==> src/rtl/lo_pkg.sv <==
// Shared types and constants for the long-op scoreboard and writeback arbiter.
package lo_pkg;

  localparam int unsigned REG_W     = 4;
  localparam int unsigned NUM_REGS  = 16;
  localparam int unsigned LO_DATA_W = 32;

  // Round-robin pointer encoding: which unit wins the next contended cycle.
  localparam logic UNIT_MC = 1'b0;
  localparam logic UNIT_FP = 1'b1;

  typedef struct packed {
    logic                 valid;
    logic [REG_W-1:0]     wa;
    logic [LO_DATA_W-1:0] data;
  } lo_buf_t;

endpackage

==> src/rtl/lo_result_buf.sv <==
// One-entry holding register for a long-op result; ready whenever empty or
// being drained this cycle, so a new result can replace a granted one.
module lo_result_buf
  import lo_pkg::*;
#(
  parameter int unsigned DATA_W = LO_DATA_W
) (
  input  logic              clk_i,
  input  logic              rst_i,
  input  logic              done_i,
  input  logic [DATA_W-1:0] res_i,
  input  logic [REG_W-1:0]  wa_i,
  input  logic              grant_i,
  output logic              ack_o,
  output logic              valid_o,
  output logic [REG_W-1:0]  wa_o,
  output logic [DATA_W-1:0] data_o
);

  lo_buf_t buf_q, buf_d;

  assign ack_o   = ~buf_q.valid | grant_i;
  assign valid_o = buf_q.valid;
  assign wa_o    = buf_q.wa;
  assign data_o  = DATA_W'(buf_q.data);

  always_comb begin
    buf_d = buf_q;
    if (done_i && ack_o) begin
      buf_d.valid = 1'b1;
      buf_d.wa    = wa_i;
      buf_d.data  = LO_DATA_W'(res_i);
    end else if (grant_i) begin
      buf_d.valid = 1'b0;
    end
  end

  always_ff @(posedge clk_i) begin
    if (rst_i) begin
      buf_q <= '0;
    end else begin
      buf_q <= buf_d;
    end
  end

endmodule

==> src/rtl/longop_wb_arbiter.sv <==
// Pending-register scoreboard and register-file write-port arbiter for the
// multi-cycle (MC) and FPU long-latency units, with starvation relief for W.
module longop_wb_arbiter
  import lo_pkg::*;
#(
  parameter int unsigned DATA_W       = 32,
  parameter int unsigned STARVE_LIMIT = 4
) (
  input  logic              CLK,
  input  logic              RESET,
  input  logic              IssueMC,
  input  logic [3:0]        IssueMCWA,
  input  logic              IssueFP,
  input  logic [3:0]        IssueFPWA,
  output logic              IssueStallMC,
  output logic              IssueStallFP,
  input  logic              DoneMC,
  input  logic [DATA_W-1:0] ResMC,
  input  logic [3:0]        WAMC,
  output logic              AckMC,
  input  logic              DoneFP,
  input  logic [DATA_W-1:0] ResFP,
  input  logic [3:0]        WAFP,
  output logic              AckFP,
  input  logic [3:0]        RA1D,
  input  logic [3:0]        RA2D,
  input  logic [3:0]        WA3D,
  input  logic              RegWriteW,
  output logic              PendStallD,
  output logic              WBStallReq,
  output logic              WE_LO,
  output logic [3:0]        WA_LO,
  output logic [DATA_W-1:0] WD_LO,
  output logic              LOBusy
);

  localparam int unsigned StarveW = $clog2(STARVE_LIMIT + 1);
  localparam logic [StarveW-1:0] StarveMax = StarveW'(STARVE_LIMIT);

  logic [NUM_REGS-1:0] pending_q, pending_d;
  logic                rr_q, rr_d;
  logic [StarveW-1:0]  starve_q, starve_d;
  logic                wbstall_q, wbstall_d;

  logic              mc_valid, fp_valid;
  logic [REG_W-1:0]  mc_wa, fp_wa;
  logic [DATA_W-1:0] mc_data, fp_data;
  logic              port_free, grant_mc, grant_fp;

  lo_result_buf #(
    .DATA_W (DATA_W)
  ) u_buf_mc (
    .clk_i   (CLK),
    .rst_i   (RESET),
    .done_i  (DoneMC),
    .res_i   (ResMC),
    .wa_i    (WAMC),
    .grant_i (grant_mc),
    .ack_o   (AckMC),
    .valid_o (mc_valid),
    .wa_o    (mc_wa),
    .data_o  (mc_data)
  );

  lo_result_buf #(
    .DATA_W (DATA_W)
  ) u_buf_fp (
    .clk_i   (CLK),
    .rst_i   (RESET),
    .done_i  (DoneFP),
    .res_i   (ResFP),
    .wa_i    (WAFP),
    .grant_i (grant_fp),
    .ack_o   (AckFP),
    .valid_o (fp_valid),
    .wa_o    (fp_wa),
    .data_o  (fp_data)
  );

  // A same-cycle clear of the pending bit does not unblock issue; it retries next cycle.
  assign IssueStallMC = IssueMC & pending_q[IssueMCWA];
  assign IssueStallFP = IssueFP & (pending_q[IssueFPWA] |
                        (IssueMC & ~IssueStallMC & (IssueMCWA == IssueFPWA)));

  assign PendStallD = pending_q[RA1D] | pending_q[RA2D] | pending_q[WA3D];
  assign LOBusy     = (|pending_q) | mc_valid | fp_valid;
  assign WBStallReq = wbstall_q;

  assign port_free = ~RegWriteW | wbstall_q;
  assign grant_mc  = port_free & mc_valid & (~fp_valid | (rr_q == UNIT_MC));
  assign grant_fp  = port_free & fp_valid & (~mc_valid | (rr_q == UNIT_FP));

  always_comb begin
    WE_LO = grant_mc | grant_fp;
    WA_LO = '0;
    WD_LO = '0;
    if (grant_mc) begin
      WA_LO = mc_wa;
      WD_LO = mc_data;
    end else if (grant_fp) begin
      WA_LO = fp_wa;
      WD_LO = fp_data;
    end
  end

  always_comb begin
    pending_d = pending_q;
    if (grant_mc) pending_d[mc_wa] = 1'b0;
    if (grant_fp) pending_d[fp_wa] = 1'b0;
    if (IssueMC && !IssueStallMC) pending_d[IssueMCWA] = 1'b1;
    if (IssueFP && !IssueStallFP) pending_d[IssueFPWA] = 1'b1;

    rr_d = rr_q;
    if (mc_valid && fp_valid && WE_LO) begin
      rr_d = grant_mc ? UNIT_FP : UNIT_MC;
    end

    starve_d = starve_q;
    if (WE_LO || !(mc_valid || fp_valid)) begin
      starve_d = '0;
    end else if (RegWriteW && (starve_q != StarveMax)) begin
      starve_d = starve_q + 1'b1;
    end

    // Once asserted, the port is freed, so the stall only drops alongside a grant.
    wbstall_d = (starve_d == StarveMax);
  end

  always_ff @(posedge CLK) begin
    if (RESET) begin
      pending_q <= '0;
      rr_q      <= UNIT_MC;
      starve_q  <= '0;
      wbstall_q <= 1'b0;
    end else begin
      pending_q <= pending_d;
      rr_q      <= rr_d;
      starve_q  <= starve_d;
      wbstall_q <= wbstall_d;
    end
  end

`ifndef SYNTHESIS
  a_mc_hold_done : assert property (@(posedge CLK) disable iff (RESET)
    (DoneMC && !AckMC) |=> DoneMC)
    else $error("DoneMC dropped while not acknowledged");
  a_fp_hold_done : assert property (@(posedge CLK) disable iff (RESET)
    (DoneFP && !AckFP) |=> DoneFP)
    else $error("DoneFP dropped while not acknowledged");
  a_mc_pending : assert property (@(posedge CLK) disable iff (RESET)
    mc_valid |-> pending_q[mc_wa])
    else $error("MC buffered result targets a non-pending register");
  a_fp_pending : assert property (@(posedge CLK) disable iff (RESET)
    fp_valid |-> pending_q[fp_wa])
    else $error("FP buffered result targets a non-pending register");
`endif

endmodule

==> config.mk <==
export PLATFORM = sky130hd
export DESIGN_NAME = longop_wb_arbiter
export DESIGN_NICKNAME = d
export VERILOG_FILES = /design/src/rtl/lo_pkg.sv /design/src/rtl/lo_result_buf.sv /design/src/rtl/longop_wb_arbiter.sv
export SDC_FILE = /design/constraint.sdc
export NUM_CORES = 1
export LEC_CHECK = 0
export ABC_AREA = 1
export CAP_MARGIN = 30
export CORE_UTILIZATION = 40
export CTS_CLUSTER_SIZE = 8
export DETAILED_ROUTE_END_ITERATION = 6
export PLACE_DENSITY = 0.78
export SKIP_LAST_GASP = 1
export SLEW_MARGIN = 20
export SYNTH_ARGS = -nofsm -noshare
export SYNTH_HDL_FRONTEND = slang
export SYNTH_SLANG_ARGS = --single-unit
==> constraint.sdc <==
create_clock -name CLK -period 2.2 [get_ports CLK]
set_clock_uncertainty 0.05 [all_clocks]
set_input_delay 0.44 -clock CLK [delete_from_list [all_inputs] [get_ports CLK]]
set_output_delay 0.44 -clock CLK [all_outputs]
set_load 0.01 [all_outputs]
==> impl_metrics.ini <==
[die]
die_h_um = 117.4
pin_count = 143
initial_core_util_pct = 41.52
rows = 41
die_area_um2 = 13780
core-area_um2 = 12820
die_x_um = 117.4

[final_layout]
num_antenna_cells = 0
final_util_pct = 61.40
drive_above_1_share_pct = 20.38
fin_cells = 1212
syn_to_final_growth_pct = 47.86
num-nets-final = 1136
finalInstanceArea_um2 = 7874
n_fill_cell = 1203

[cts]
hold_buffers = 0
clkTransAtPathRegs_ns = 0.07
cts_max_path_buffers = 2
htree_num_levels = 3
worstSkewPairLatency_ns = 0.34
cts_tree = built
ctsRootBufferMaster = clkbuf_16
cts.sinks = 95
numCtsBuffers = 9

[run_status]
status = finished, violations left
violations = negative setup slack

[worst_setup_path]
crit_path_end_kind = primary output
critPathSlowestCell = dfxtp_2
worst_r2r_path_depth = 11
critPathLaunchType = flip-flop
crit_fanout = 6
crit_chain = inv_2 -> o211ai_4 -> clkinv_4 -> buf_12 -> buf_16 -> a22o_1 -> buf_2
criticalPathCategory = reg -> out
worstPathArrival_ns = 1.72
required_ns = 1.71
slowest_delay_ns = 0.34

[yosys]
synthTopCellsByArea = dfxtp_1, nor2_1, o21ai_0
yosysSeqAreaShare_pct = 35.71
ys_types = 30
syn_nets = 927
syn_inst = 826
syn-cell-area_um2 = 5325
synthDominantCellAreaShare_pct = 35.71
yosys_register_bits = 95
synth_warnings = 0
synth_largest_area_cell = dfxtp_1
avgSynthCellArea_um2 = 6.447

[pwr]
ir_drop_mv = 0.5435
cellPowerDensity_nw_per_um2 = 576.8
leakage_nw = 3.537

[global_route]
grt.overflow.total = 0
grt_pass1_wl_um = 29400
antenna_found_initial = 0
grt_max_degree = 74
grt_pass1_vias = 6105
grt.total_usage_pct = 26.62

[sta]
post-route-period-util_pct = 100.5
setup_ws_ns = -0.01061
hold_ws_ns = 0.4338
hold_viol_final = 0
worst_pin_slew_ns = 0.6185
timing.fmax_ghz = 0.4524
report.final.slew_viol_count = 0
fin_crit_ns = 2.211
maxSlewHeadroom_pct = 58.77
rsz0062_at_grt = true
setup_viol = 1

[place]
place_hpwl_um = 13010
dpl_cell_area_um2 = 7456
dp_cells = 1182
globalplace.congestion = 0.9993
pre_cts_ws_ns = -0.8089
portBuffers = 142

[drt]
drt-wirelength-per-cell_um = 15.06
dr_total_vias = 6377
vias_per_cell = 5.262
drc = 0
drt-initial-drc-count = 497
routed_wl_um = 18260
first_pass_iters = 6
antenna_left = 0

[hold_path]
holdPathStages = 2
hold_class = reg -> reg

[run]
max-cap-violations = 0
==> routing by layer <==
layer  part of all wire, %  GRT usage [%]  wire, um
met5                     0              0         0
met4                   3.7          12.01       684
met3                   9.9          7.636      1815
met2                    46          44.05      8367
met1                    40          31.80      7388
==> timing repair <==
item | in CTS | in global routing
pin swaps | 5 | 11
setup endpoints to repair | 42 | 43
gates resized for setup | 131 | 95
cloned | 4 | 1
buffers inserted | 4 | 5
==> cell usage after synthesis <==
master,number
o211ai_1,4
dfxtp_1,95
nor3_1,6
a21boi_1,1
xor2_1,2
nand2_2,7
a21oi_1,59
nor2_2,1
nand4_1,20
nor2_8,2
nor2_1,193
buf_4,3
nand3_1,51
buf_6,2
inv_1,74
clkbuf_1,23
nand2_1,115
clkinv_1,1
a22o_1,32
nand3_4,1
o22ai_1,5
ha_1,2
a31oi_1,4
o21ai_1,4
buf_2,15
a21o_1,1
nor4_1,3
inv_2,4
o211ai_2,1
o21ai_0,95
==> sequential cells by signal (all words and copies together), names as in the netlist, 3 cells and up <==
name,cells
starve_q,3
u_buf_fp.wa_o,4
u_buf_fp.data_o,32
u_buf_mc.data_o,32
pending_q,16
u_buf_mc.wa_o,4
==> path summary, 6_finish.rpt <==
path,start,endpoint,slack (ns)
setup / recovery,u_buf_mc.valid_o,WD_LO[13],-0.01
hold / removal,u_buf_fp.data_o[14],u_buf_fp.data_o[14],0.43
setup reg to reg,WBStallReq,u_buf_mc.data_o[24],0.37
hold reg to reg,u_buf_fp.data_o[14],u_buf_fp.data_o[14],0.43
==> worst max-delay path, delay by kind of cell, from the launching register on <==
family | cells | cell delay (ns)
flops | 1 | 0.34
compound gates | 2 | 0.42
buf+inv | 5 | 0.60
==> power by group <==
group,total (mW),switching [mW],internal (mW)
Combinational,1.10,0.571,0.529
Clock,1.50,0.689,0.810
Sequential,1.94,0.0858,1.86
Total,4.54,1.35,3.20
==> per-stage QoR <==
stage | TNS [ns] | power (mW)
4_1_cts | -0.9077 | 4.530
5_1_grt | -1.789 | 4.773
3_3_place_gp | -33.17 | 3.005
6_report | -0.01061 | 4.541
3_5_place_dp | -36.28 | 3.023
2_1_floorplan | 0 | 2.482
==> cells by family after synthesis <==
family / share of synthesized area, %
xor+xnor: 0.3290
simple gates: 31.79
compound gates: 22.25
flops: 35.71
buf+inv: 9.445
fa+ha+maj: 0.4698
==> placed cells by master, fill, tap and decap left out, types with 6 or more instances in the layout <==
cell and instances:
inv_2 17, clkdlybuf4s50_1 85, o21ai_0 86, inv_1 58, a21oi_2 7, dfxtp_1 85
nand4_1 20, buf_12 6, o21ai_1 12, buf_4 79, dlygate4sd2_1 11, nand2_1 115
dfxtp_2 9, clkbuf_2 31, clkbuf_16 9, buf_2 8, buf_6 13, a21oi_1 52
nand3_1 51, nor2_1 189, a22o_1 32, nand2_2 7
==> layout make-up <==
cell class / count / area (um^2) / share of cell area (%)
Inverter: 79 / 307.8 / 3.909
Timing Repair Buffer: 241 / 2167 / 27.52
Clock inverter: 5 / 41.29 / 0.5244
Clock buffer: 11 / 242.7 / 3.083
Sequential cell: 95 / 1917 / 24.34
Tap cell: 172 / 215.2 / 2.733
Multi-Input combinational cell: 609 / 2983 / 37.88
(Power assumes the default switching activity.)
